**src/rtl/rv32i_types.sv**
```systemverilog
// rv32i_types: shared cache-line constants and arbiter enums
package rv32i_types;
  localparam int LINE_BITS = 256;
  localparam int LINE_BYTES = 32;
  localparam int OFFSET_W = 5;
  typedef enum logic [1:0] {IDLE, BUSY, RESP} arb_state_t;
  typedef enum logic {ICACHE, DCACHE} arb_owner_t;
endpackage

```
**src/rtl/cache_arbiter_reg.sv**
```systemverilog
// cache_arbiter_reg: parameterised load-enable register with sync reset
module cache_arbiter_reg #(
  parameter int WIDTH = 256
) (
  input  logic             clk,
  input  logic             rst,
  input  logic             load,
  input  logic [WIDTH-1:0] d,
  output logic [WIDTH-1:0] q
);
  always_ff @(posedge clk)
    if (rst) q <= '0;
    else if (load) q <= d;
endmodule

```
**src/rtl/cache_arbiter.sv**
```systemverilog
// cache_arbiter: round-robin arbitration of icache/dcache line traffic onto one pmem port
module cache_arbiter
  import rv32i_types::*;
#(
  parameter int LINE_W = LINE_BITS,
  parameter int ADDR_W = 32
) (
  input  logic              clk,
  input  logic              rst,
  input  logic              icache_read,
  input  logic [ADDR_W-1:0] icache_address,
  output logic [LINE_W-1:0] icache_rdata,
  output logic              icache_resp,
  input  logic              dcache_read,
  input  logic              dcache_write,
  input  logic [ADDR_W-1:0] dcache_address,
  input  logic [LINE_W-1:0] dcache_wdata,
  output logic [LINE_W-1:0] dcache_rdata,
  output logic              dcache_resp,
  output logic              pmem_read,
  output logic              pmem_write,
  output logic [ADDR_W-1:0] pmem_address,
  output logic [LINE_W-1:0] pmem_wdata,
  input  logic [LINE_W-1:0] pmem_rdata,
  input  logic              pmem_resp
);
  arb_state_t state;
  arb_owner_t owner, last_grant, grant;
  logic op_write, dc_req;
  logic [ADDR_W-OFFSET_W-1:0] tag_q;
  logic [LINE_W-1:0] wdata_q, line_q;
  assign dc_req = dcache_read | dcache_write;
  // On contention the requester that did not win last time gets the port
  always_comb grant = (icache_read && dc_req) ? ((last_grant == DCACHE) ? ICACHE : DCACHE)
                                              : (icache_read ? ICACHE : DCACHE);
  always_ff @(posedge clk) begin
    if (rst) begin
      state      <= IDLE;
      last_grant <= DCACHE;
      owner      <= ICACHE;
      op_write   <= 1'b0;
      tag_q      <= '0;
      wdata_q    <= '0;
    end else if (state == IDLE) begin
      if (icache_read || dc_req) begin
        state      <= BUSY;
        owner      <= grant;
        last_grant <= grant;
        op_write   <= (grant == DCACHE) && dcache_write;
        tag_q      <= (grant == ICACHE) ? icache_address[ADDR_W-1:OFFSET_W]
                                        : dcache_address[ADDR_W-1:OFFSET_W];
        wdata_q    <= dcache_wdata;
      end
    end else if (state == BUSY) begin
      if (pmem_resp) state <= RESP;
    end else begin
      state <= IDLE;
    end
  end
  cache_arbiter_reg #(.WIDTH(LINE_W)) line_buffer (
    .clk (clk),
    .rst (rst),
    .load((state == BUSY) && pmem_resp),
    .d   (pmem_rdata),
    .q   (line_q)
  );
  assign pmem_read    = (state == BUSY) && !op_write;
  assign pmem_write   = (state == BUSY) && op_write;
  assign pmem_address = {tag_q, {OFFSET_W{1'b0}}};
  assign pmem_wdata   = wdata_q;
  assign icache_resp  = (state == RESP) && (owner == ICACHE);
  assign dcache_resp  = (state == RESP) && (owner == DCACHE);
  assign icache_rdata = line_q;
  assign dcache_rdata = line_q;
endmodule
```
**config.mk**
```make
export PLATFORM = sky130hd
export DESIGN_NAME = cache_arbiter
export DESIGN_NICKNAME = d
export VERILOG_FILES = /design/src/rtl/rv32i_types.sv /design/src/rtl/cache_arbiter_reg.sv /design/src/rtl/cache_arbiter.sv
export SDC_FILE = /design/constraint.sdc
export NUM_CORES = 1
export LEC_CHECK = 0
export CAP_MARGIN = 40
export CELL_PAD_IN_SITES_DETAIL_PLACEMENT = 1
export CELL_PAD_IN_SITES_GLOBAL_PLACEMENT = 1
export CORE_AREA = 5 5 530 532
export CTS_BUF_LIST = sky130_fd_sc_hd__clkbuf_2 sky130_fd_sc_hd__clkbuf_4 sky130_fd_sc_hd__clkbuf_8
export DETAILED_ROUTE_END_ITERATION = 8
export DIE_AREA = 0 0 535 537
export PLACE_DENSITY = 0.44
export SLEW_MARGIN = 5
export SYNTH_ARGS = -nofsm -noshare
export SYNTH_HDL_FRONTEND = slang
export SYNTH_SLANG_ARGS = --single-unit
export TNS_END_PERCENT = 30
```
**constraint.sdc**
```tcl
create_clock -name clk -period 1.9 [get_ports clk]
set_input_delay 0.38 -clock clk [delete_from_list [all_inputs] [get_ports clk]]
set_output_delay 0.38 -clock clk [all_outputs]
set_load 0.005 [all_outputs]
```
**Word level (Yosys, flattened, before mapping)**

Cells that the tools add are included.
W data, S select, Z words.

- Register bits after elaboration: 544
- Input bits: 582
- Output and inout port bits: 804

- Multiplexer cells: 8
- Reduce and logical (&&, ||, !) cells: 12
- Equal/unequal tests: 4
- Bitwise logic cells: 2

Operator list:

| operator | count |
|---|---|
| $mux W27 | 1 |
| $mux W2 | 4 |
| $logic_and A1 B1 Y1 | 7 |
| $reduce_and A2 Y1 | 2 |
| $mux W1 | 3 |
| $ne A3 B3 Y1 const B | 1 |
| $eq A2 B1 Y1 const B | 1 |
| $eq A2 B2 Y1 const B | 1 |
| $logic_not A2 Y1 | 1 |
| $ne A2 B1 Y1 const B | 1 |
| $logic_not A1 Y1 | 1 |
| $logic_or A1 B1 Y1 | 1 |
| $not A1 Y1 | 1 |
| $or A1 B1 Y1 | 1 |

**Longest topological paths before layout**

- Word-level depth: 4
- Depth in mapped cells: 8
- Gate-level depth less buffers: 3

**Hierarchy**

A second synthesis with hierarchy kept.

- Cell total of the unflattened synthesis: 2,442
- Area total of the unflattened synthesis: 22,531.6 um2

By module, submodules not included:

| module | cells each | area each (um2) | instances |
|---|---|---|---|
| cache_arbiter | 1,617 | 13,208.9 | 1 |
| cache_arbiter_reg | 825 | 9,322.7 | 1 |

**Least setup slack after synthesis**

OpenSTA, ideal clock, no wires.

- Path type: register -> register
- Start: register state[1]
- End: register tag_q[0]
- Setup time: 133 ps
- Arrival time: 1,366 ps
- Setup slack: 401 ps
- Period minus slack after synthesis: 1,499 ps
- Required time: 1,767 ps
- Stages on the path, launching flop included: 9
- Path through: dfxtp_1 buf_6 or2_1 buf_6 buf_6 buf_6 nor2_8 buf_6 a311oi_1

- Longest elaborated chain between the ends: 2

RTL lines:

| item | RTL line | RTL |
|---|---|---|
| start: declaration | cache_arbiter.sv:27 | `arb_state_t state;` |
| start signal: assignment | cache_arbiter.sv:38 | `state <= IDLE;` |
| start signal: assignment | cache_arbiter.sv:46 | `state <= BUSY;` |
| start signal: assignment | cache_arbiter.sv:55 | `if (pmem_resp) state <= RESP;` |
| $logic_not A2 Y1 | cache_arbiter.sv:44 | `end else if (state == IDLE) begin` |
| $reduce_and A2 Y1 (no line) | n/a |  |
| end signal: assignment | cache_arbiter.sv:50 | `tag_q <= (grant == ICACHE) ? icache_address[ADDR_W-1:OFFSET_W]` |
| end: declaration | cache_arbiter.sv:30 | `logic [ADDR_W-OFFSET_W-1:0] tag_q;` |

Every way passes these cells.
A chain may end at the register's enable or synchronous reset.

**Final worst setup path**

- Start: register state[1]
- End: output port pmem_read

- Longest elaborated chain between the ends: 2

RTL lines:

| item | RTL line | RTL |
|---|---|---|
| $eq A2 B1 Y1 | cache_arbiter.sv:67 | `assign pmem_read = (state == BUSY) && !op_write;` |
| $logic_and A1 B1 Y1 | cache_arbiter.sv:67 |  |
| end: declaration | cache_arbiter.sv:20 | `output logic pmem_read,` |

Every way passes these cells.

==> flow_summary.html <==
<table>
<tr><th>Metric</th><th>Value</th></tr>
<tr><th colspan="2">Layout</th></tr>
<tr><td># fillers</td><td>32,300</td></tr>
<tr><td>Sequential cell area</td><td>11,700 um^2</td></tr>
<tr><td>Leading cell type in the layout, fill and taps excluded</td><td>sky130_fd_sc_hd__clkdlybuf4s50_1</td></tr>
<tr><td>Final Core Density</td><td>16.9%</td></tr>
<tr><td>Commonest non-fill, non-tap cells in the layout</td><td>570 x sky130_fd_sc_hd__clkdlybuf4s50_1, 543 x sky130_fd_sc_hd__a21oi_1, 513 x sky130_fd_sc_hd__nand2_1</td></tr>
<tr><td>Synthesis-to-layout area growth</td><td>112%</td></tr>
<tr><td>Area taken by multi-input logic gates</td><td>7940 um^2</td></tr>
<tr><td>NumNets Final</td><td>4,907</td></tr>
<tr><td>Layout cells sized above 1</td><td>29.7%</td></tr>
<tr><th colspan="2">Critical path</th></tr>
<tr><td>Type of element launching the critical path</td><td>flop</td></tr>
<tr><td>CP top delay family</td><td>flip-flops</td></tr>
<tr><td>Setup slack, reg-to-reg</td><td>-0.04 ns</td></tr>
<tr><td>Logic depth of the worst path, buffers included</td><td>3</td></tr>
<tr><td>Largest stage delay on the critical path</td><td>0.33 ns</td></tr>
<tr><td>Critical Path, Cell by Cell</td><td>buf_6, nor3b_4, buf_12</td></tr>
<tr><td>Worst-path fanout max</td><td>3</td></tr>
<tr><td>Library cell contributing the largest single delay on the critical path</td><td>sky130_fd_sc_hd__dfxtp_2</td></tr>
<tr><td>Required @ worst endpoint</td><td>1.52 ns</td></tr>
<tr><td>Capturing element type of the critical path</td><td>primary output</td></tr>
<tr><td>Crit path arrival time</td><td>1.73 ns</td></tr>
<tr><td>Start-to-end type of the worst setup path</td><td>flop to primary output</td></tr>
<tr><td>Depth of the most critical reg-to-reg path</td><td>9</td></tr>
<tr><td>Crit path buf inv count</td><td>2</td></tr>
<tr><th colspan="2">Synthesis</th></tr>
<tr><td>Number of cells produced by synthesis</td><td>2,729</td></tr>
<tr><td>Number of enable flip-flop cells after synthesis</td><td>0</td></tr>
<tr><td>Count of yosys warnings during synthesis</td><td>0</td></tr>
<tr><td>Portion of the post-synthesis area used by sequential elements</td><td>49.8%</td></tr>
<tr><td>Number of library cell types mapped by synthesis</td><td>29</td></tr>
<tr><td>Proportion of netlist area held by the largest area contributor</td><td>49.8%</td></tr>
<tr><td>Commonest register cell after synthesis</td><td>sky130_fd_sc_hd__dfxtp_1</td></tr>
<tr><td>FFs w/ async S/R, synth</td><td>0%</td></tr>
<tr><td>Largest area contributor in the netlist</td><td>sky130_fd_sc_hd__dfxtp_1</td></tr>
<tr><td>Synth Area per Inst</td><td>8.02 um^2</td></tr>
<tr><td>Number of register bits inferred by synthesis</td><td>544</td></tr>
<tr><td>Top cells by area in the synthesized netlist</td><td>sky130_fd_sc_hd__dfxtp_1 50%, sky130_fd_sc_hd__a21oi_1 12%, sky130_fd_sc_hd__buf_4 9.0%, sky130_fd_sc_hd__nand2_1 8.8%, sky130_fd_sc_hd__nand3_1 6.5%</td></tr>
<tr><td>Netlist area before placement</td><td>21,900 um^2</td></tr>
<tr><th colspan="2">STA</th></tr>
<tr><td>Min Tclk post-route</td><td>2.11 ns</td></tr>
<tr><td>Worst slew margin relative to its limit</td><td>63.8%</td></tr>
<tr><td>Fmax</td><td>0.474 GHz</td></tr>
<tr><td>Measured slew at the worst slew-check pin</td><td>0.543 ns</td></tr>
<tr><td>Setup violation total in the final timing report</td><td>60</td></tr>
<tr><td>Final hold viol count</td><td>0</td></tr>
<tr><td>Worst setup skew after layout</td><td>0.128 ns</td></tr>
<tr><td>Final-layout setup total negative slack</td><td>-1.60 ns</td></tr>
<tr><td>Unrepaired setup endpoints after global routing</td><td>yes</td></tr>
<tr><td>Worst setup margin</td><td>-0.210 ns</td></tr>
<tr><td>Final worst-path cycle share</td><td>111%</td></tr>
<tr><td>Final max-slew violation count</td><td>0</td></tr>
<tr><th colspan="2">Floorplan</th></tr>
<tr><td>Count of pins on the block boundary</td><td>1,386</td></tr>
<tr><td>Core box area</td><td>276,000 um^2</td></tr>
<tr><td>Initial Util</td><td>7.94%</td></tr>
<tr><td>Die Span X</td><td>535 um</td></tr>
<tr><td>Die Footprint</td><td>287,000 um^2</td></tr>
<tr><td>Site Rows</td><td>193</td></tr>
<tr><td>Height of the chip</td><td>537 um</td></tr>
<tr><th colspan="2">Place</th></tr>
<tr><td>HPWL Detailed</td><td>162,000 um</td></tr>
<tr><td>Global placement routability congestion</td><td>0.836</td></tr>
<tr><td>I/O Buffers</td><td>1,370</td></tr>
<tr><th colspan="2">Run status</th></tr>
<tr><td>Failing checks</td><td>setup timing</td></tr>
<tr><td>Outcome</td><td>complete, but fails checks</td></tr>
<tr><th colspan="2">Global route</th></tr>
<tr><td>Global-route wire length before repair</td><td>256,000 um</td></tr>
<tr><td>Number of antenna violations at the first check in global routing</td><td>90</td></tr>
<tr><td>Maximum number of pins on one net before global-route repair</td><td>87</td></tr>
<tr><td>Via count of the first global-routing pass</td><td>28,200</td></tr>
<tr><td>Global router's overall resource usage</td><td>12.9%</td></tr>
<tr><td>Residual overflow from global routing</td><td>0</td></tr>
<tr><th colspan="2">Detailed routing</th></tr>
<tr><td>Antenna Nets Post-Route</td><td>0</td></tr>
<tr><td>Number of DRC violations after detailed routing</td><td>0</td></tr>
<tr><td>Iteration-0 DRC Markers</td><td>1,280</td></tr>
<tr><td>Number of vias per cell after detailed routing</td><td>3.32</td></tr>
<tr><td>Routed wire length</td><td>197,000 um</td></tr>
<tr><td>Vias post-DR</td><td>27,000</td></tr>
<tr><td>Detail-routed net length per standard cell</td><td>24.2 um</td></tr>
<tr><td>Pre-Repair DR Iteration Count</td><td>5</td></tr>
<tr><th colspan="2">Clocking</th></tr>
<tr><td>Clock-pin transition on the worst setup and hold timing paths</td><td>0.07 ns</td></tr>
<tr><td>CTS sink count</td><td>544</td></tr>
<tr><td>Number of H-tree levels</td><td>3</td></tr>
<tr><td>Worst-Skew Late Latency</td><td>0.96 ns</td></tr>
<tr><td>Max clock buf depth</td><td>4</td></tr>
<tr><td>CTS tree</td><td>done</td></tr>
<tr><td>Number of buffers created by CTS</td><td>115</td></tr>
<tr><td>Clock root cell</td><td>sky130_fd_sc_hd__clkbuf_8</td></tr>
<tr><th colspan="2">Flow run</th></tr>
<tr><td>Number of maximum-capacitance violations</td><td>0</td></tr>
<tr><th colspan="2">Power and ir drop</th></tr>
<tr><td>LEAKAGE</td><td>21.0 nW</td></tr>
<tr><td>Pwr per Cell Area</td><td>737 nW/um^2</td></tr>
<tr><td>Post-route total power</td><td>34.3 mW</td></tr>
<tr><td>Largest voltage drop on the vdd net</td><td>0.000493 V</td></tr>
<tr><th colspan="2">Hold path</th></tr>
<tr><td>Path class of the lowest-slack min-delay path</td><td>input pin to flop</td></tr>
<tr><td>Hold Path Stages</td><td>3</td></tr>
</table>
==> kinds of logic (layout without fill, tap and decap cells) <==
family / count (synthesis) / count (layout) / share of synthesized area, %
compound gates: 857 / 857 / 20.1
buf+inv: 514 / 2179 / 14.2
flops: 544 / 544 / 49.8
other cells: 1 / 33 / 0.0171
simple gates: 813 / 813 / 15.9
==> worst register-to-register path: cells and delay by family, from the launching register on <==
kind	cells	cell delay, ns
AOI/OAI and AO/OA	1	0.12
buffers and inverters	6	1.04
and+or+nand+nor	2	0.39
DFF	1	0.33
==> Yosys cell counts (all sizes together) (2+ instances only) <==
| master | count |
|---|---|
| nand2 | 513 |
| and3b | 3 |
| nor2 | 4 |
| clkbuf | 132 |
| nor3b | 3 |
| o21ai | 284 |
| a311oi | 27 |
| dfxtp | 544 |
| o21bai | 2 |
| buf | 381 |
| nand3 | 284 |
| a21oi | 543 |
| nor3 | 3 |
==> worst paths after layout <==
path	from	endpoint
hold reg to reg	line_buffer.q[141]	line_buffer.q[141]
setup reg to reg	state[1]	line_buffer.q[109]
setup / recovery	state[1]	pmem_read
hold / removal	dcache_wdata[94]	pmem_wdata[94]
==> metrics by stage <==
| step | hold WS (ns) | instances | worst slack, ns | instance area [um^2] |
|---|---|---|---|---|
| 6_report | 0.108 | 8131 | -0.210 | 46500 |
| 5_1_grt | 0.0257 | 8117 | -0.398 | 46400 |
| 4_1_cts | 0.000153 | 8089 | -0.406 | 46000 |
| 3_5_place_dp | 0.470 | 7457 | -0.387 | 38800 |
| 3_3_place_gp | 0.457 | 7457 | -0.391 | 38800 |
| 2_1_floorplan | 0.459 | 2733 | 0.401 | 21900 |
==> repair_timing <==
action	4_1_cts	5_1_grt
hold buffers	390	0
setup endpoints to repair	799	858
pin swaps	2	1
endpoints found under the hold margin	432	0
setup buffers	52	14
gates resized for setup	2137	881
==> area by class of cell <==
| cell class | count | area share [%] |
|---|---|---|
| Timing Repair Buffer | 1988 | 42.8 |
| Sequential cell | 544 | 25.1 |
| Multi-Input combinational cell | 1675 | 17.1 |
| Tap cell | 3705 | 9.97 |
| Clock buffer | 181 | 4.75 |
| Clock inverter | 9 | 0.167 |
| Antenna cell | 28 | 0.151 |
| Inverter | 1 | 0.00808 |
==> report_power, final <==
part	total [mW]	leakage (nW)	internal [mW]	switching (mW)
clock	13.2	1.23	7.29	5.92
sequential	13.0	4.66	12.3	0.711
combinational	8.10	15.1	4.13	3.97
total	34.3	21.0	23.7	10.6
==> flip-flops by register name, indices dropped and copies added, names as in the netlist <==
signal and cells:
state 2, line_buffer.q 256, last_grant 1, pmem_wdata 256, tag_q 27, owner 1
op_write 1
==> per-layer routing <==
metal	vias to the layer above	GRT usage, %	share of wire, %	routed length [um]
met5	-	0	0.10	199
met4	28	3.07	2.2	4320
met3	294	6.42	11	22400
met2	1215	22.3	48	95400
met1	13200	14.1	38	74300
li1	12300	-	-	-
No activity file was read; power rests on OpenSTA's default activity.
